**src/rtl/imem_loader_if.sv**
```systemverilog
// imem_loader_if
//   Byte-stream input and imem write-port bundle for the boot loader.
//   rx_data/rx_valid/rx_ready : valid/ready byte stream from host/UART.
//   imem_addr/imem_wdata/imem_wren : one-cycle-per-word imem write port.
//   modport slave  : used by the loader (consumes stream, drives imem).
//   modport master : used by the byte source / memory side.
interface imem_loader_if #(
  parameter int ADDR_WIDTH = 12,
  parameter int DATA_WIDTH = 32
);
  logic [7:0]            rx_data;
  logic                  rx_valid;
  logic                  rx_ready;
  logic [ADDR_WIDTH-1:0] imem_addr;
  logic [DATA_WIDTH-1:0] imem_wdata;
  logic                  imem_wren;

  modport slave (
    input  rx_data, rx_valid,
    output rx_ready, imem_addr, imem_wdata, imem_wren
  );

  modport master (
    output rx_data, rx_valid,
    input  rx_ready, imem_addr, imem_wdata, imem_wren
  );
endinterface

```
**src/rtl/imem_loader.sv**
```systemverilog
// imem_loader
//   Boot-time writer for the instruction memory. Receives a 2-byte
//   big-endian word count N followed by N big-endian 32-bit words, writes
//   them to imem addresses 0..N-1 and holds the CPU in reset until done.
// Ports:
//   clk     : system clock, rising edge
//   rst     : synchronous active-high reset
//   start   : one-cycle pulse, begins a load from IDLE/DONE/ERR
//   bus     : byte stream in + imem write port (imem_loader_if.slave)
//   cpu_rst : processor reset hold, active-high
//   busy    : load in progress
//   done    : image loaded, processor released
//   err     : illegal length received, sticky until next start
//
// state  | meaning
// IDLE   | after reset, waiting for start, CPU held
// LEN_HI | waiting for N[15:8]
// LEN_LO | waiting for N[7:0], length check
// BYTE   | assembling a word from 4 stream bytes
// WRITE  | single imem write cycle, stream stalled
// DONE   | image loaded, CPU released
// ERR    | bad length, CPU held
module imem_loader #(
  parameter int ADDR_WIDTH = 12,
  parameter int DATA_WIDTH = 32,
  parameter int MAX_WORDS  = 2**ADDR_WIDTH
) (
  input  logic clk,
  input  logic rst,
  input  logic start,
  imem_loader_if.slave bus,
  output logic cpu_rst,
  output logic busy,
  output logic done,
  output logic err
);

  typedef enum logic [2:0] {
    IDLE, LEN_HI, LEN_LO, BYTE, WRITE, DONE, ERR
  } state_t;

  localparam logic [16:0] MAX_LEN = 17'(MAX_WORDS);

  state_t                state_q, state_n;
  logic [15:0]           len_q, len_n;
  // One bit wider than the address so N == MAX_WORDS completes without wrap.
  logic [ADDR_WIDTH:0]   word_q, word_n;
  logic [ADDR_WIDTH:0]   word_inc;
  logic [1:0]            byte_q, byte_n;
  logic [DATA_WIDTH-1:0] shreg_q, shreg_n;
  logic [DATA_WIDTH-1:0] assembled;
  logic [15:0]           len_lo_val;

  logic                  rx_ready_q, rx_ready_n;
  logic [ADDR_WIDTH-1:0] addr_q, addr_n;
  logic [DATA_WIDTH-1:0] wdata_q, wdata_n;
  logic                  wren_q, wren_n;
  logic                  cpu_rst_n, busy_n, done_n, err_n;

  logic                  accept;

  assign accept     = bus.rx_valid & rx_ready_q;
  assign word_inc   = word_q + 1'b1;
  assign assembled  = {shreg_q[DATA_WIDTH-9:0], bus.rx_data};
  assign len_lo_val = {len_q[15:8], bus.rx_data};

  always_ff @(posedge clk) begin
    if (rst) begin
      state_q    <= IDLE;
      len_q      <= '0;
      word_q     <= '0;
      byte_q     <= '0;
      shreg_q    <= '0;
      rx_ready_q <= 1'b0;
      addr_q     <= '0;
      wdata_q    <= '0;
      wren_q     <= 1'b0;
      cpu_rst    <= 1'b1;
      busy       <= 1'b0;
      done       <= 1'b0;
      err        <= 1'b0;
    end else begin
      state_q    <= state_n;
      len_q      <= len_n;
      word_q     <= word_n;
      byte_q     <= byte_n;
      shreg_q    <= shreg_n;
      rx_ready_q <= rx_ready_n;
      addr_q     <= addr_n;
      wdata_q    <= wdata_n;
      wren_q     <= wren_n;
      cpu_rst    <= cpu_rst_n;
      busy       <= busy_n;
      done       <= done_n;
      err        <= err_n;
    end
  end

  always_comb begin
    state_n = state_q;
    len_n   = len_q;
    word_n  = word_q;
    byte_n  = byte_q;
    shreg_n = shreg_q;
    addr_n  = addr_q;
    wdata_n = wdata_q;
    wren_n  = 1'b0;

    case (state_q)
      IDLE, DONE, ERR: begin
        if (start) state_n = LEN_HI;
      end
      LEN_HI: begin
        if (accept) begin
          len_n   = {bus.rx_data, 8'h00};
          state_n = LEN_LO;
        end
      end
      LEN_LO: begin
        if (accept) begin
          len_n  = len_lo_val;
          word_n = '0;
          byte_n = '0;
          if (len_lo_val == 16'd0)
            state_n = DONE;
          else if ({1'b0, len_lo_val} > MAX_LEN)
            state_n = ERR;
          else
            state_n = BYTE;
        end
      end
      BYTE: begin
        if (accept) begin
          shreg_n = assembled;
          byte_n  = byte_q + 2'd1;
          if (byte_q == 2'd3) begin
            // Write outputs are registered, so they are valid during WRITE.
            wren_n  = 1'b1;
            addr_n  = word_q[ADDR_WIDTH-1:0];
            wdata_n = assembled;
            state_n = WRITE;
          end
        end
      end
      WRITE: begin
        word_n = word_inc;
        byte_n = '0;
        if (16'(word_inc) == len_q)
          state_n = DONE;
        else
          state_n = BYTE;
      end
      default: state_n = IDLE;
    endcase

    // Status outputs are decoded from the next state and registered.
    rx_ready_n = (state_n == LEN_HI) || (state_n == LEN_LO) || (state_n == BYTE);
    busy_n     = rx_ready_n || (state_n == WRITE);
    done_n     = (state_n == DONE);
    err_n      = (state_n == ERR);
    cpu_rst_n  = (state_n != DONE);
  end

  assign bus.rx_ready   = rx_ready_q;
  assign bus.imem_addr  = addr_q;
  assign bus.imem_wdata = wdata_q;
  assign bus.imem_wren  = wren_q;

endmodule

```
**src/flat_wrapper.sv**
```systemverilog
// flat-port wrapper written by rule: the top's interface ports become plain ports
module imem_loader_flat 
#(
  parameter int ADDR_WIDTH = 12,
  parameter int DATA_WIDTH = 32,
  parameter int MAX_WORDS  = 2**ADDR_WIDTH
)
  (clk, rst, start, cpu_rst, busy, done, err, bus_rx_data, bus_rx_valid, bus_rx_ready, bus_imem_addr, bus_imem_wdata, bus_imem_wren);
  imem_loader_if #(.ADDR_WIDTH(ADDR_WIDTH), .DATA_WIDTH(DATA_WIDTH)) bus_i ();
  input  logic clk;
  input  logic rst;
  input  logic start;
  output logic cpu_rst;
  output logic busy;
  output logic done;
  output logic err;
  input wire logic [$bits(bus_i.rx_data)-1:0] bus_rx_data;
  input wire logic [$bits(bus_i.rx_valid)-1:0] bus_rx_valid;
  output wire logic [$bits(bus_i.rx_ready)-1:0] bus_rx_ready;
  output wire logic [$bits(bus_i.imem_addr)-1:0] bus_imem_addr;
  output wire logic [$bits(bus_i.imem_wdata)-1:0] bus_imem_wdata;
  output wire logic [$bits(bus_i.imem_wren)-1:0] bus_imem_wren;
  assign bus_i.rx_data = bus_rx_data;
  assign bus_i.rx_valid = bus_rx_valid;
  assign bus_rx_ready = bus_i.rx_ready;
  assign bus_imem_addr = bus_i.imem_addr;
  assign bus_imem_wdata = bus_i.imem_wdata;
  assign bus_imem_wren = bus_i.imem_wren;
  imem_loader #(.ADDR_WIDTH(ADDR_WIDTH), .DATA_WIDTH(DATA_WIDTH), .MAX_WORDS(MAX_WORDS)) u_core (.clk(clk), .rst(rst), .start(start), .bus(bus_i), .cpu_rst(cpu_rst), .busy(busy), .done(done), .err(err));
endmodule
```
**config.mk**
```make
export PLATFORM = sky130hd
export DESIGN_NAME = imem_loader_flat
export DESIGN_NICKNAME = d
export VERILOG_FILES = /design/src/rtl/imem_loader_if.sv /design/src/rtl/imem_loader.sv /design/src/flat_wrapper.sv
export SDC_FILE = /design/constraint.sdc
export NUM_CORES = 1
export LEC_CHECK = 0
export CAP_MARGIN = 15
export CORE_MARGIN = 10
export CORE_UTILIZATION = 54
export DETAILED_ROUTE_END_ITERATION = 12
export GPL_TIMING_DRIVEN = 0
export PLACE_DENSITY_LB_ADDON = 0.05
export SYNTH_ARGS = -nofsm -noshare
export SYNTH_HDL_FRONTEND = slang
export SYNTH_SLANG_ARGS = --single-unit
```
**constraint.sdc**
```tcl
create_clock -name clk -period 2.91 [get_ports clk]
set_input_delay 0.4365 -clock clk [delete_from_list [all_inputs] [get_ports clk]]
set_output_delay 0.4365 -clock clk [all_outputs]
set_load 0.005 [all_outputs]
```
==> results.yml, run 1 <==
outcome:
  outcome: "finished, final reports clean"
final_layout:
  multi_input_area_sq_mm: 0.00212
  area_delta_synth_final_pct: 21.1
  final_cells: 753
  nFillCells: 713
  fin_nets: 657
  n_antenna_cell: 0
  drive_above_1_share_pct: 4.32
  register_area_sq_mm: 0.00216
timing:
  tightest_slew_ns: 0.632
  timing.final.crit_share_pct: 94.3
  drv_slew: 0
  final_hold_viol_count: 0
  fin_skew_ns: 0.0122
  whs_ns: 0.456
  max_slew_margin_pct: 57.8
  fmax_mhz: 364
  finalSetupViolations: 0
  totalNegativeSetupSlack_ns: 0
  rsz0062_at_grt: "no"
  period_needed_ns: 2.74
drt:
  met3_length_mm: 1.28
  ant_nets: 0
  vias_per_cell: 5.67
  wl_met1_mm: 5.53
  drc: 0
  vias: 4269
  wl_met2_mm: 5.29
  wire_per_inst_microns: 16.4
  wl_mm: 12.3
  highest-signal-layer: "met4"
  dr.pass1.iters: 5
  first_iter_violations: 328
worst_setup_path:
  max_stage_delay_ns: 0.56
  path_delay_family: "simple AND/OR/NAND/NOR gates"
  cp_cell_sequence: "ha_1 > nand3_2 > or4_1 > a211oi_2 > nand4_1 > o31ai_2 > o22ai_1"
  r2r-end: "u_core.busy"
  worstPathRequired_ns: 3.16
  r2r_setup_slack_ns: 0.17
  cp-end-kind: "flop"
  crit_type: "flop to flop"
  cp_slowest_cell: "or4_1"
  critical_path_arrival_ns: 2.99
  r2r_cells: 7
  rr_startpoint: "u_core.word_q[0]"
  start_kind: "flop"
  crit_buf_inv: 0
  cp_max_fo: 9
power_and_ir_drop:
  total_power_w: 0.00257
  ir_worst_vdd_mv: 0.341
  power.switching_w: 0.000626
  power_frac_clock_pct: 37.2
  combPwrFrac_pct: 4.7
  p_leak_nw: 1.79
  powerDensity_mw_per_mm2: 475
  p_int_w: 0.00195
  swShare_pct: 24.3
  power_frac_seq_pct: 58.1
clock_network:
  numCtsBuffers: 9
  cts_hold_buf: 0
  htreeDepth: 3
  clockRootBuffer: "clkbuf_8"
  cts_setup_buffers: 0
  cts_tree: "built"
  insertion_delay_ns: 0.39
  clock_path_buffers: 2
  post_cts_resized: 0
  clkTransAtPathRegs_ns: 0.10
  cts_sinks: 108
grt:
  antenna_found_initial: 0
  overflow: 0
  grt_max_degree: 20
  grt_use_total_pct: 19.2
  grt_pass1_wl_mm: 19.9
  grt_pass1_vias: 3925
synth:
  yosys-top-cells-area: "dfxtp_1, nand2_1, a21oi_1"
  synth_fp_nets: 586
  netlist_top_cells_count: "nand2_1, dfxtp_1, a21oi_1"
  yosys_most_used_dff: "dfxtp_1"
  synth_most_common_cell: "nand2_1"
  yosysWarnings: 0
  synth_area_sq_mm: 0.00447
  synthCells: 572
  synth.top_cell.area_share_pct: 48.4
  ys_ff_latch: 108
  post-synth-top-area-cell: "dfxtp_1"
  synth_edf_count: 0
  syn_avg_cell_area_sq_um: 7.81
  seq_area_frac_synth_pct: 48.4
  async_flop_share_pct: 0
  synth.distinct_cells: 45
floorplan:
  die_w_microns: 111
  coreArea_sq_mm: 0.00813
  initial_core_util_pct: 54.9
  die_h_microns: 111
  die_area_sq_mm: 0.0123
  num_rows: 33
  ios: 62
placed_design:
  place_inst: 737
  io_buffers: 60
  hpwl_mm: 8.83
  place.gp.congestion: 0.934
hold_path:
  hold_path_end: "u_core.bus.imem_wdata[30]"
  hold_path.class: "flop to flop"
  hp-start: "u_core.shreg_q[22]"
  hold_depth: 2
job:
  maxCapViolCount: 0
==> worst reg2reg max path, stage by stage, from the launching register on <==
cell and delay (ns):
dfxtp_1 0.48, ha_1 0.31, nand3_2 0.20, or4_1 0.56, a211oi_2 0.24, nand4_1 0.18, o31ai_2 0.49, o22ai_1 0.16
==> placed cells by master, fill, tap and decap left out, types with 2 or more instances in the layout <==
cell type          n
o31ai_1            2
nand3b_1           3
buf_2              5
nor4_1             5
nor4b_1            2
inv_1              3
nor3_1             3
or4_1              4
dfxtp_1          108
xor2_1             6
and3_1             3
nand2_1          158
xnor2_1           10
nand3_1            7
clkbuf_1          38
clkdlybuf4s50_1   60
ha_1               2
a21oi_1           98
o21ai_0           10
nand4_1            7
or2_2              2
nand2b_1           6
a21o_1             2
nor2_1            41
and4_1             2
and2_1             5
nor2b_1            3
a211oi_1           4
clkbuf_8           9
a22oi_1            8
or3_1              6
a31oi_1            5
==> power by group through the flow <==
stage / clock [W] / sequential (W) / combinational (W)
floorplan: 0 / 0.00153 / 0.0000643
global placement: 0 / 0.00153 / 0.000118
detailed placement: 0 / 0.00153 / 0.000119
CTS: 0.000976 / 0.00149 / 0.000120
global route: 0.00103 / 0.00150 / 0.000132
finish: 0.000957 / 0.00149 / 0.000122
==> state kept, by name, summed over array words and instances (netlist names) <==
register / count
u_core.bus.imem_wdata: 32
u_core.shreg_q: 24
u_core.len_q: 16
u_core.word_q: 13
u_core.bus.imem_addr: 12
u_core.state_q: 3
u_core.byte_q: 2
u_core.bus.imem_wren: 1
u_core.bus.rx_ready: 1
u_core.busy: 1
u_core.cpu_rst: 1
u_core.done: 1
u_core.err: 1
==> logic make-up after synthesis <==
kind of cell               after synthesis  share of synthesized area [%]
and+or+nand+nor                        261                           26.0
AOI/OAI and AO/OA                      138                           17.4
DFF                                    108                           48.4
buffers and inverters                   46                           4.09
xor gates and xnor gates                17                           3.64
adders and majority gates                2                          0.560
==> cell type report <==
type | count | share of cell area (%)
tap | 105 | 2.43
buffer | 43 | 3.17
inverter | 3 | 0.208
multi-input combinational | 418 | 39.3
timing repair buffer | 60 | 11.1
clock buffer | 10 | 2.36
sequential | 108 | 40.0
clock inverter | 6 | 1.53
==> per-layer routing <==
layer / global-route usage [%] / vias to the layer above
met3: 6.87 / 23
met1: 25.4 / 1969
met2: 28.8 / 187
li1: - / 2090
met5: 0 / -
met4: 5.38 / 0
==> through the flow <==
step	setup WS [ns]	instance area, sq um	utilization, %
after floorplan	0.699	4470	-
after global placement	0.0356	5200	63.9
after detailed placement	0.0411	5200	63.9
after CTS	0.214	5410	66.5
after global routing	0.0272	5410	66.5
final	0.166	5410	66.5
==> worst max-delay path by stage <==
| stage | slack, ns | to | start | depth (start not counted) |
|---|---|---|---|---|
| 4_1_cts | 0.21 | u_core.busy | u_core.word_q[0] | 7 |
| 5_1_grt | 0.03 | u_core.busy | u_core.word_q[0] | 7 |
| 6_report | 0.17 | u_core.busy | u_core.word_q[0] | 7 |
| 2_1_floorplan | 0.70 | u_core.busy | u_core.word_q[0] | 7 |
| 3_5_place_dp | 0.04 | u_core.bus.imem_addr[9] | bus_rx_valid | 8 |
| 3_3_place_gp | 0.04 | u_core.bus.imem_addr[9] | bus_rx_valid | 8 |
No activity file was read; power rests on OpenSTA's default activity.
==> run 2: changes to the inputs <==
Settings changed: CORE_UTILIZATION 54 to 56, CTS_BUF_LIST from default to sky130_fd_sc_hd__clkbuf_4.
==> results.yml, run 2 (synthesized netlist as in run 1, its figures left out) <==
outcome:
  outcome: "finished, final reports clean"
drt:
  drc: 0
  dr.pass1.iters: 5
  wl_mm: 12.3
  wire_per_inst_microns: 16.5
  ant_nets: 0
  first_iter_violations: 249
  vias_per_cell: 5.68
  vias: 4260
worst_setup_path:
  r2r_cells: 7
  worstPathRequired_ns: 3.25
  cp_num_cells: 7
  cp-end-kind: "flop"
  max_stage_delay_ns: 0.56
  critical_path_arrival_ns: 3.03
  cp_max_fo: 9
  crit_type: "flop to flop"
  start_kind: "flop"
  cp_cell_sequence: "ha_1 > nand3_2 > or4_1 > a211oi_2 > nand4_1 > o31ai_2 > o22ai_1"
  r2r_setup_slack_ns: 0.22
  cp_slowest_cell: "or4_1"
  path_delay_family: "simple AND/OR/NAND/NOR gates"
  crit_buf_inv: 0
  rr_startpoint: "u_core.word_q[0]"
  r2r-end: "u_core.busy"
final_layout:
  n_antenna_cell: 0
  drive_above_1_share_pct: 4.48
  layout_commonest_cell: "nand2_1"
  nFillCells: 666
  final_cells: 750
  largest_reg_flops: 32
  area_delta_synth_final_pct: 19.3
  fin_nets: 657
  mostFrequentLayoutCells: "nand2_1, dfxtp_1, a21oi_1"
power_and_ir_drop:
  ir_worst_vdd_mv: 0.257
  power_frac_clock_pct: 31.1
  combPwrFrac_pct: 5.2
  p_int_w: 0.00174
  p_leak_nw: 1.76
  swShare_pct: 26.0
  power.switching_w: 0.000612
  power_frac_seq_pct: 63.7
  powerDensity_mw_per_mm2: 441
hold_path:
  hold_path.class: "input port to flop"
  hold_depth: 2
  hp-start: "rst"
  hold_path_end: "u_core.state_q[0]"
timing:
  timing.final.crit_share_pct: 92.3
  fin_skew_ns: 0.0176
  period_needed_ns: 2.69
  drv_slew: 0
  setup_slack_ns: 0.223
  fmax_mhz: 372
  finalSetupViolations: 0
  final_hold_viol_count: 0
  tightest_slew_ns: 0.698
  rsz0062_at_grt: "no"
  max_slew_margin_pct: 53.3
grt:
  overflow: 0
  grt_pass1_vias: 3948
  grt_use_total_pct: 20.7
  antenna_found_initial: 0
  use_met1_pct: 27.9
  grt_pass1_wl_mm: 19.8
  met3_usage_pct: 5.15
  grt.busiest_layer: "met2"
  use_met2_pct: 31.6
  grt_max_degree: 20
clock_network:
  clkTransAtPathRegs_ns: 0.17
  cts_setup_buffers: 0
  clock_path_buffers: 2
  insertion_delay_ns: 0.47
  clockRootBuffer: "clkbuf_4"
  cts_sinks: 108
  numCtsBuffers: 9
  cts_tree: "built"
  post_cts_resized: 0
  cts_hold_buf: 0
  htreeDepth: 3
floorplan:
  ios: 62
  initial_core_util_pct: 57.8
  die_h_microns: 109
  die_w_microns: 109
  coreArea_sq_mm: 0.00773
  die_area_sq_mm: 0.0120
  num_rows: 32
placed_design:
  hpwl_mm: 9.02
  place.gp.congestion: 0.918
  place_inst: 734
  pre_cts_ws_ns: -0.0128
  io_buffers: 60
job:
  maxCapViolCount: 0
[run 2: changes by cell type in the layout (fill, tap and decap cells not counted), sizes merged]
cell	change
inv	+1
clkinv	-1
clkinvlp	+1
bufinv	-1
[run 2: layer usage]
layer,wire length (microns),share of wire [%]
met1,5430,44
met2,5440,44
met3,1260,10
met4,216,1.7
met5,0,0
[run 2: layout make-up]
type	count	area [sq um]	area share, %
tap	102	128	2.39
timing repair buffer	60	601	11.3
buffer	43	171	3.22
clock inverter	6	57.6	1.08
sequential	108	2160	40.6
inverter	3	11.3	0.211
multi-input combinational	418	2120	39.9
clock buffer	10	75.1	1.41
[run 2: power groups by stage]
| stage | combinational (W) | sequential (W) | clock [W] |
|---|---|---|---|
| after floorplan | 0.0000643 | 0.00153 | 0 |
| after global placement | 0.000118 | 0.00153 | 0 |
| after detailed placement | 0.000120 | 0.00153 | 0 |
| after CTS | 0.000120 | 0.00150 | 0.000740 |
| after global routing | 0.000133 | 0.00150 | 0.000798 |
| final | 0.000122 | 0.00150 | 0.000732 |
[run 2: metrics by stage]
| stage | util, % | instance area, sq um | hold slack (ns) | setup TNS (ns) | total power, W |
|---|---|---|---|---|---|
| detailed placement | 67.3 | 5200 | 0.446 | -0.0128 | 0.00165 |
| CTS | 69.0 | 5330 | 0.388 | 0 | 0.00236 |
| floorplan | - | 4470 | 0.432 | 0 | 0.00159 |
| global placement | 67.3 | 5200 | 0.441 | -0.0180 | 0.00165 |
| global route | 69.0 | 5330 | 0.457 | 0 | 0.00243 |
| finish | 69.0 | 5330 | 0.399 | 0 | 0.00235 |
[run 2: how the worst max path moves through the flow]
| stage | startpoint | to |
|---|---|---|
| 2_1_floorplan | u_core.word_q[0] | u_core.busy |
| 3_3_place_gp | bus_rx_valid | u_core.bus.imem_addr[9] |
| 3_5_place_dp | bus_rx_valid | u_core.bus.imem_addr[10] |
| 4_1_cts | u_core.word_q[0] | u_core.busy |
| 5_1_grt | u_core.word_q[0] | u_core.busy |
| 6_report | u_core.word_q[0] | u_core.busy |
